--- src/rtl/core_pipe_pkg.sv ---
// Shared types for the core pipeline: per-boundary stage bundles, their
// write-enable kill masks, and the occupancy state of an elastic stage.
package core_pipe_pkg;

    // IF/ID boundary bundle
    typedef struct packed {
        logic [31:0] pc;
        logic [31:0] instr;
    } if_id_bundle_t;

    // ID/EX boundary bundle
    typedef struct packed {
        logic [31:0] pc4;
        logic [4:0]  rd;
        logic [31:0] rs1_data;
        logic [31:0] rs2_data;
        logic [31:0] immediate;
        logic [3:0]  alu_op;
        logic        regfile_we;
        logic [1:0]  rd_data_sel;
        logic        lsu_we;
        logic        lsu_sign_extend;
        logic [1:0]  data_width;
    } id_ex_bundle_t;

    // EX/MEMPREP boundary bundle
    typedef struct packed {
        logic [31:0] pc4;
        logic [4:0]  rd;
        logic [31:0] alu_result;
        logic        regfile_we;
        logic [1:0]  rd_data_sel;
        logic        lsu_we;
        logic        lsu_sign_extend;
        logic [1:0]  data_width;
        logic [31:0] rs2_data;
        logic [31:0] immediate;
    } ex_mem_bundle_t;

    // MEMPREP/WB boundary bundle
    typedef struct packed {
        logic [4:0]  rd;
        logic [31:0] rd_data;
        logic        regfile_we;
    } mem_wb_bundle_t;

    localparam int IF_ID_W  = $bits(if_id_bundle_t);
    localparam int ID_EX_W  = $bits(id_ex_bundle_t);
    localparam int EX_MEM_W = $bits(ex_mem_bundle_t);
    localparam int MEM_WB_W = $bits(mem_wb_bundle_t);

    // A fetched bubble carries no side effects, so nothing needs killing.
    localparam if_id_bundle_t IF_ID_KILL_MASK = '0;

    // Only the architectural write enables are cleared on an invalid entry.
    localparam id_ex_bundle_t ID_EX_KILL_MASK = '{
        pc4:             32'd0,
        rd:              5'd0,
        rs1_data:        32'd0,
        rs2_data:        32'd0,
        immediate:       32'd0,
        alu_op:          4'd0,
        regfile_we:      1'b1,
        rd_data_sel:     2'd0,
        lsu_we:          1'b1,
        lsu_sign_extend: 1'b0,
        data_width:      2'd0
    };

    localparam ex_mem_bundle_t EX_MEM_KILL_MASK = '{
        pc4:             32'd0,
        rd:              5'd0,
        alu_result:      32'd0,
        regfile_we:      1'b1,
        rd_data_sel:     2'd0,
        lsu_we:          1'b1,
        lsu_sign_extend: 1'b0,
        data_width:      2'd0,
        rs2_data:        32'd0,
        immediate:       32'd0
    };

    localparam mem_wb_bundle_t MEM_WB_KILL_MASK = '{
        rd:         5'd0,
        rd_data:    32'd0,
        regfile_we: 1'b1
    };

    // Encoded as {main_valid, skid_valid} so each bit is directly usable.
    typedef enum logic [1:0] {
        OCC_EMPTY = 2'b00,
        OCC_ONE   = 2'b10,
        OCC_FULL  = 2'b11
    } occ_state_t;

    // Number of held entries for a given occupancy state.
    function automatic logic [1:0] occ_count(input occ_state_t s);
        case (s)
            OCC_ONE:  return 2'd1;
            OCC_FULL: return 2'd2;
            default:  return 2'd0;
        endcase
    endfunction

endpackage

--- src/rtl/pipeline_stage_reg.sv ---
// Generic inter-stage pipeline register with valid/ready handshake, flush,
// and write-enable kill of invalid entries. SKID=1 adds a second entry so
// in_ready comes from a flop instead of from the downstream out_ready.
module pipeline_stage_reg
    import core_pipe_pkg::*;
#(
    parameter int               WIDTH      = 64,
    parameter bit               SKID       = 1'b1,
    parameter logic [WIDTH-1:0] KILL_MASK  = '0,
    parameter logic [WIDTH-1:0] RESET_DATA = '0
) (
    input  logic             clk,
    input  logic             rst,
    input  logic             in_valid,
    output logic             in_ready,
    input  logic [WIDTH-1:0] in_data,
    input  logic             in_invalid,
    output logic             out_valid,
    input  logic             out_ready,
    output logic [WIDTH-1:0] out_data,
    output logic             out_invalid,
    input  logic             flush,
    output logic [1:0]       occupancy
);

    // Clears the masked write-enable bits of an entry captured as invalid.
    function automatic logic [WIDTH-1:0] apply_kill(input logic [WIDTH-1:0] data,
                                                    input logic             invalid);
        return invalid ? (data & ~KILL_MASK) : data;
    endfunction

    logic             main_valid;
    logic [WIDTH-1:0] main_data;
    logic             main_invalid;
    logic             in_xfer;
    logic             out_xfer;
    logic [WIDTH-1:0] cap_data;

    assign in_xfer     = in_valid & in_ready;
    assign out_xfer    = main_valid & out_ready;
    assign cap_data    = apply_kill(in_data, in_invalid);
    assign out_valid   = main_valid;
    assign out_data    = main_data;
    assign out_invalid = main_invalid;

    if (SKID) begin : g_skid
        occ_state_t       state_q;
        occ_state_t       state_d;
        logic             skid_valid;
        logic [WIDTH-1:0] skid_data;
        logic             skid_invalid;
        logic             load_main_in;
        logic             load_main_skid;
        logic             load_skid;

        assign main_valid = state_q[1];
        assign skid_valid = state_q[0];
        assign in_ready   = ~skid_valid;
        assign occupancy  = occ_count(state_q);

        // Occupancy state register
        always_ff @(posedge clk or posedge rst) begin
            if (rst) begin
                state_q <= OCC_EMPTY;
            end else begin
                state_q <= state_d;
            end
        end

        // Next occupancy and which entry gets loaded from where
        always_comb begin
            state_d        = state_q;
            load_main_in   = 1'b0;
            load_main_skid = 1'b0;
            load_skid      = 1'b0;
            if (flush) begin
                state_d = OCC_EMPTY;
            end else begin
                case (state_q)
                    OCC_EMPTY: begin
                        if (in_xfer) begin
                            state_d      = OCC_ONE;
                            load_main_in = 1'b1;
                        end
                    end
                    OCC_ONE: begin
                        if (in_xfer && out_xfer) begin
                            load_main_in = 1'b1;
                        end else if (in_xfer) begin
                            state_d   = OCC_FULL;
                            load_skid = 1'b1;
                        end else if (out_xfer) begin
                            state_d = OCC_EMPTY;
                        end
                    end
                    OCC_FULL: begin
                        // in_ready is low here, so only the drain can happen.
                        if (out_xfer) begin
                            state_d        = OCC_ONE;
                            load_main_skid = 1'b1;
                        end
                    end
                    default: begin
                        state_d = OCC_EMPTY;
                    end
                endcase
            end
        end

        // Head entry: from upstream, from the skid entry, or marked empty
        always_ff @(posedge clk or posedge rst) begin
            if (rst) begin
                main_data    <= RESET_DATA;
                main_invalid <= 1'b1;
            end else if (state_d == OCC_EMPTY) begin
                main_invalid <= 1'b1;
            end else if (load_main_skid) begin
                main_data    <= skid_data;
                main_invalid <= skid_invalid;
            end else if (load_main_in) begin
                main_data    <= cap_data;
                main_invalid <= in_invalid;
            end
        end

        // Skid entry payload; only meaningful while skid_valid is set
        always_ff @(posedge clk) begin
            if (load_skid) begin
                skid_data    <= cap_data;
                skid_invalid <= in_invalid;
            end
        end
    end else begin : g_single
        assign in_ready  = ~main_valid | out_ready;
        assign occupancy = {1'b0, main_valid};

        // Single entry valid: a simultaneous in/out transfer keeps it set
        always_ff @(posedge clk or posedge rst) begin
            if (rst) begin
                main_valid <= 1'b0;
            end else if (flush) begin
                main_valid <= 1'b0;
            end else if (in_xfer) begin
                main_valid <= 1'b1;
            end else if (out_xfer) begin
                main_valid <= 1'b0;
            end
        end

        // Single entry payload, replaced in place on every in-transfer
        always_ff @(posedge clk or posedge rst) begin
            if (rst) begin
                main_data    <= RESET_DATA;
                main_invalid <= 1'b1;
            end else if (flush) begin
                main_invalid <= 1'b1;
            end else if (in_xfer) begin
                main_data    <= cap_data;
                main_invalid <= in_invalid;
            end else if (out_xfer) begin
                main_invalid <= 1'b1;
            end
        end
    end

endmodule

--- config.mk ---
export PLATFORM = sky130hd
export DESIGN_NAME = pipeline_stage_reg
export DESIGN_NICKNAME = d
export VERILOG_FILES = /design/src/rtl/core_pipe_pkg.sv /design/src/rtl/pipeline_stage_reg.sv
export SDC_FILE = /design/constraint.sdc
export NUM_CORES = 1
export LEC_CHECK = 0
export BUFFER_PORTS_ARGS = -buffer_cell sky130_fd_sc_hd__buf_2
export CAP_MARGIN = 5
export CORE_MARGIN = 2
export CORE_UTILIZATION = 44
export CTS_BUF_LIST = sky130_fd_sc_hd__clkbuf_16
export DETAILED_ROUTE_END_ITERATION = 8
export MAX_ROUTING_LAYER = met4
export PLACE_DENSITY_LB_ADDON = 0.15
export SETUP_SLACK_MARGIN = 0.3
export SKIP_CTS_REPAIR_TIMING = 1
export SLEW_MARGIN = 20
export SYNTH_ARGS = -nofsm -noshare
export SYNTH_HDL_FRONTEND = slang
export SYNTH_SLANG_ARGS = --single-unit
--- constraint.sdc ---
create_clock -name clk -period 6.14 [get_ports clk]
set_input_delay 1.228 -clock clk [delete_from_list [all_inputs] [get_ports clk]]
set_output_delay 1.228 -clock clk [all_outputs]
set_load 0.005 [all_outputs]
==> results.tsv <==
stage	metric	value	unit
timing	rsz0062_at_grt	no	
synthesis	synth_top_area_share	36.9	%
setup_path	r2r_slack	3.60	ns
synthesis	avgSynthCellArea	18.1	µm²
min_path	hold_class	reg2reg	
routing	dr.pass1.iters	4	
timing	fin_tns_setup	0	ns
synthesis	syn_area	0.00529	mm²
final_layout	layout_commonest_cell	buf_2	
routing	postRouteAntennaNets	0	
timing	skew	0.00513	ns
setup_path	worstPathRequired	6.21	ns
die	core_area	0.0119	mm²
synthesis	netlist_instances	292	
die	die-area	0.0129	mm²
setup_path	crit_fanout	25	
timing	relSlewSlack	39.0	%
grt	grt_max_degree	68	
power	peakVddDrop	192	µV
synthesis	syn_nets	362	
clock_network	cts_tree	built	
timing	worst_pin_slew	0.915	ns
synthesis	ys_ff_latch	132	
timing	max_freq	338	MHz
grt	grt.overflow.total	0	
setup_path	cp.arrival	3.03	ns
grt	antenna_found_initial	1	
setup_path	crit_end	g_skid.skid_data[15]	
flow_run	drv_cap	0	
synthesis	synth_cell_type_count	19	
synthesis	ys_seq_area_share	68.6	%
routing	post_drt_wl_per_cell	17.0	µm
grt	grt_pass1_wl	16.3	mm
synthesis	synth_area_leader_cell	edfxtp_1	
placed_design	place.gp.congestion	0.708	
clock_network	clk_latency	0.41	ns
routing	wl	10.2	mm
setup_path	critical_path_class	in2reg	
placed_design	io_buffers	138	
routing	drt-vias-per-instance	4.97	
die	initial_core_util	44.6	%
setup_path	cp-end-kind	register	
final_layout	num-fill-cells	983	
power	power_density	331	mW/mm²
outcome	status	finished clean	
timing	setup_violations	0	
clock_network	htree_levels	4	
final_layout	layout_common_cells	buf_2, mux2_2, dfrtp_1	
grt	track_usage	17.2	%
clock_network	clockBufferDepth	2	
die	io_pins	139	
placed_design	dp_hpwl	6.30	mm
timing	maxSlewViolCount	0	
routing	drc	0	
setup_path	r2r-end	g_skid.skid_data[15]	
final_layout	post-route-util	56.4	%
synthesis	synthTopCellsByArea	edfxtp_1, dfrtp_1, mux2_2	
setup_path	cp-startpoint	flush	
die	die_x	114	µm
synthesis	ys_warn_count	0	
clock_network	root_buffer	clkbuf_16	
clock_network	cts_inserted_buffers	17	
grt	grt_pass1_vias	3120	
timing	fin_crit	2.96	ns
setup_path	worstSetupStartpointType	input port	
final_layout	area_growth	26.3	%
clock_network	clkSinkCount	132	
clock_network	clk_pin_slew	0.05	ns
power	power_leakage	2.80	nW
final_layout	drive_above_1_share	67.4	%
setup_path	r2r_start	g_skid.state_q[1]	
final_layout	finalNetCount	511	
die	die_height	114	µm
die	core.rowCount	40	
routing	drtIter0Drc	165	
timing	hold_violations	0	
timing	fin_crit_sh	48.2	%
routing	via_count	2993	
setup_path	r2r_cells	5	
power breakdown:
group / internal, mW / switching, mW
Combinational: 0.152 / 0.103
Clock: 0.542 / 0.354
Sequential: 1.02 / 0.0423
Total: 1.71 / 0.499
synthesized netlist by cell type (all sizes together):
cell and instances:
edfxtp 65, inv 3, nor2b 2, mux2 128, or3b 1, a2111oi 1
nand4b 1, nand2 1, dfstp 1, dfrtp 66, and2 1, mux2i 1
buf 13, clkbuf 1, o21ai 1, nor2 4, a21oi 2
critical path, stage by stage:
cell and delay [ns]:
buf_2 0.13, or3b_2 0.50, nor2_4 0.43, buf_16 0.22, buf_16 0.16, buf_4 0.35
worst min-delay path by stage:
stage	start	to	slack, ns	cells past startpoint
5_1_grt	out_data[22]	out_data[22]	0.51	1
2_1_floorplan	out_invalid	out_invalid	0.49	2
4_1_cts	out_data[22]	out_data[22]	0.50	1
6_report	out_data[22]	out_data[22]	0.50	1
3_3_place_gp	out_data[63]	out_data[63]	0.48	1
3_5_place_dp	out_data[22]	out_data[22]	0.49	1
flip-flops by register name, summed over array words and instances, names as in the netlist:
| register | cells |
|---|---|
| g_skid.skid_data | 64 |
| out_data | 64 |
| g_skid.state_q | 2 |
| g_skid.skid_invalid | 1 |
| out_invalid | 1 |
stage by stage:
stage	setup WS (ns)	area (µm²)	total power [mW]	cells	hold slack (ns)
finish	3.18	6680	2.21	602	0.498
global route	3.09	6680	2.31	602	0.507
CTS	3.15	6680	2.25	601	0.502
detailed placement	2.73	6160	1.34	569	0.490
global placement	2.45	6100	1.33	567	0.484
floorplan	1.20	5290	1.20	292	0.490
kinds of logic after synthesis:
logic type,share of synthesized area [%]
flops,68.6
mux,27.4
buf+inv,2.39
simple gates,1.04
compound gates,0.567
final cells by class:
type | count | area, µm² | share of cell area (%)
clock buffers | 17 | 425 | 6.36
multi-input cells | 143 | 1560 | 23.3
repair buffers | 144 | 776 | 11.6
inverters | 3 | 11.3 | 0.168
diodes | 1 | 2.50 | 0.0374
clock inverters | 15 | 98.8 | 1.48
well taps | 147 | 184 | 2.75
flip-flops and latches | 132 | 3630 | 54.3
layer usage:
layer | up-vias | routed length [µm] | global-route usage [%]
li1 | 1394 | - | -
met1 | 1483 | 4940 | 22.9
met2 | 103 | 4380 | 24.4
met3 | 13 | 695 | 5.84
met4 | 0 | 187 | 6.75
met5 | - | 0 | -
No activity file was read; power rests on OpenSTA's default activity.
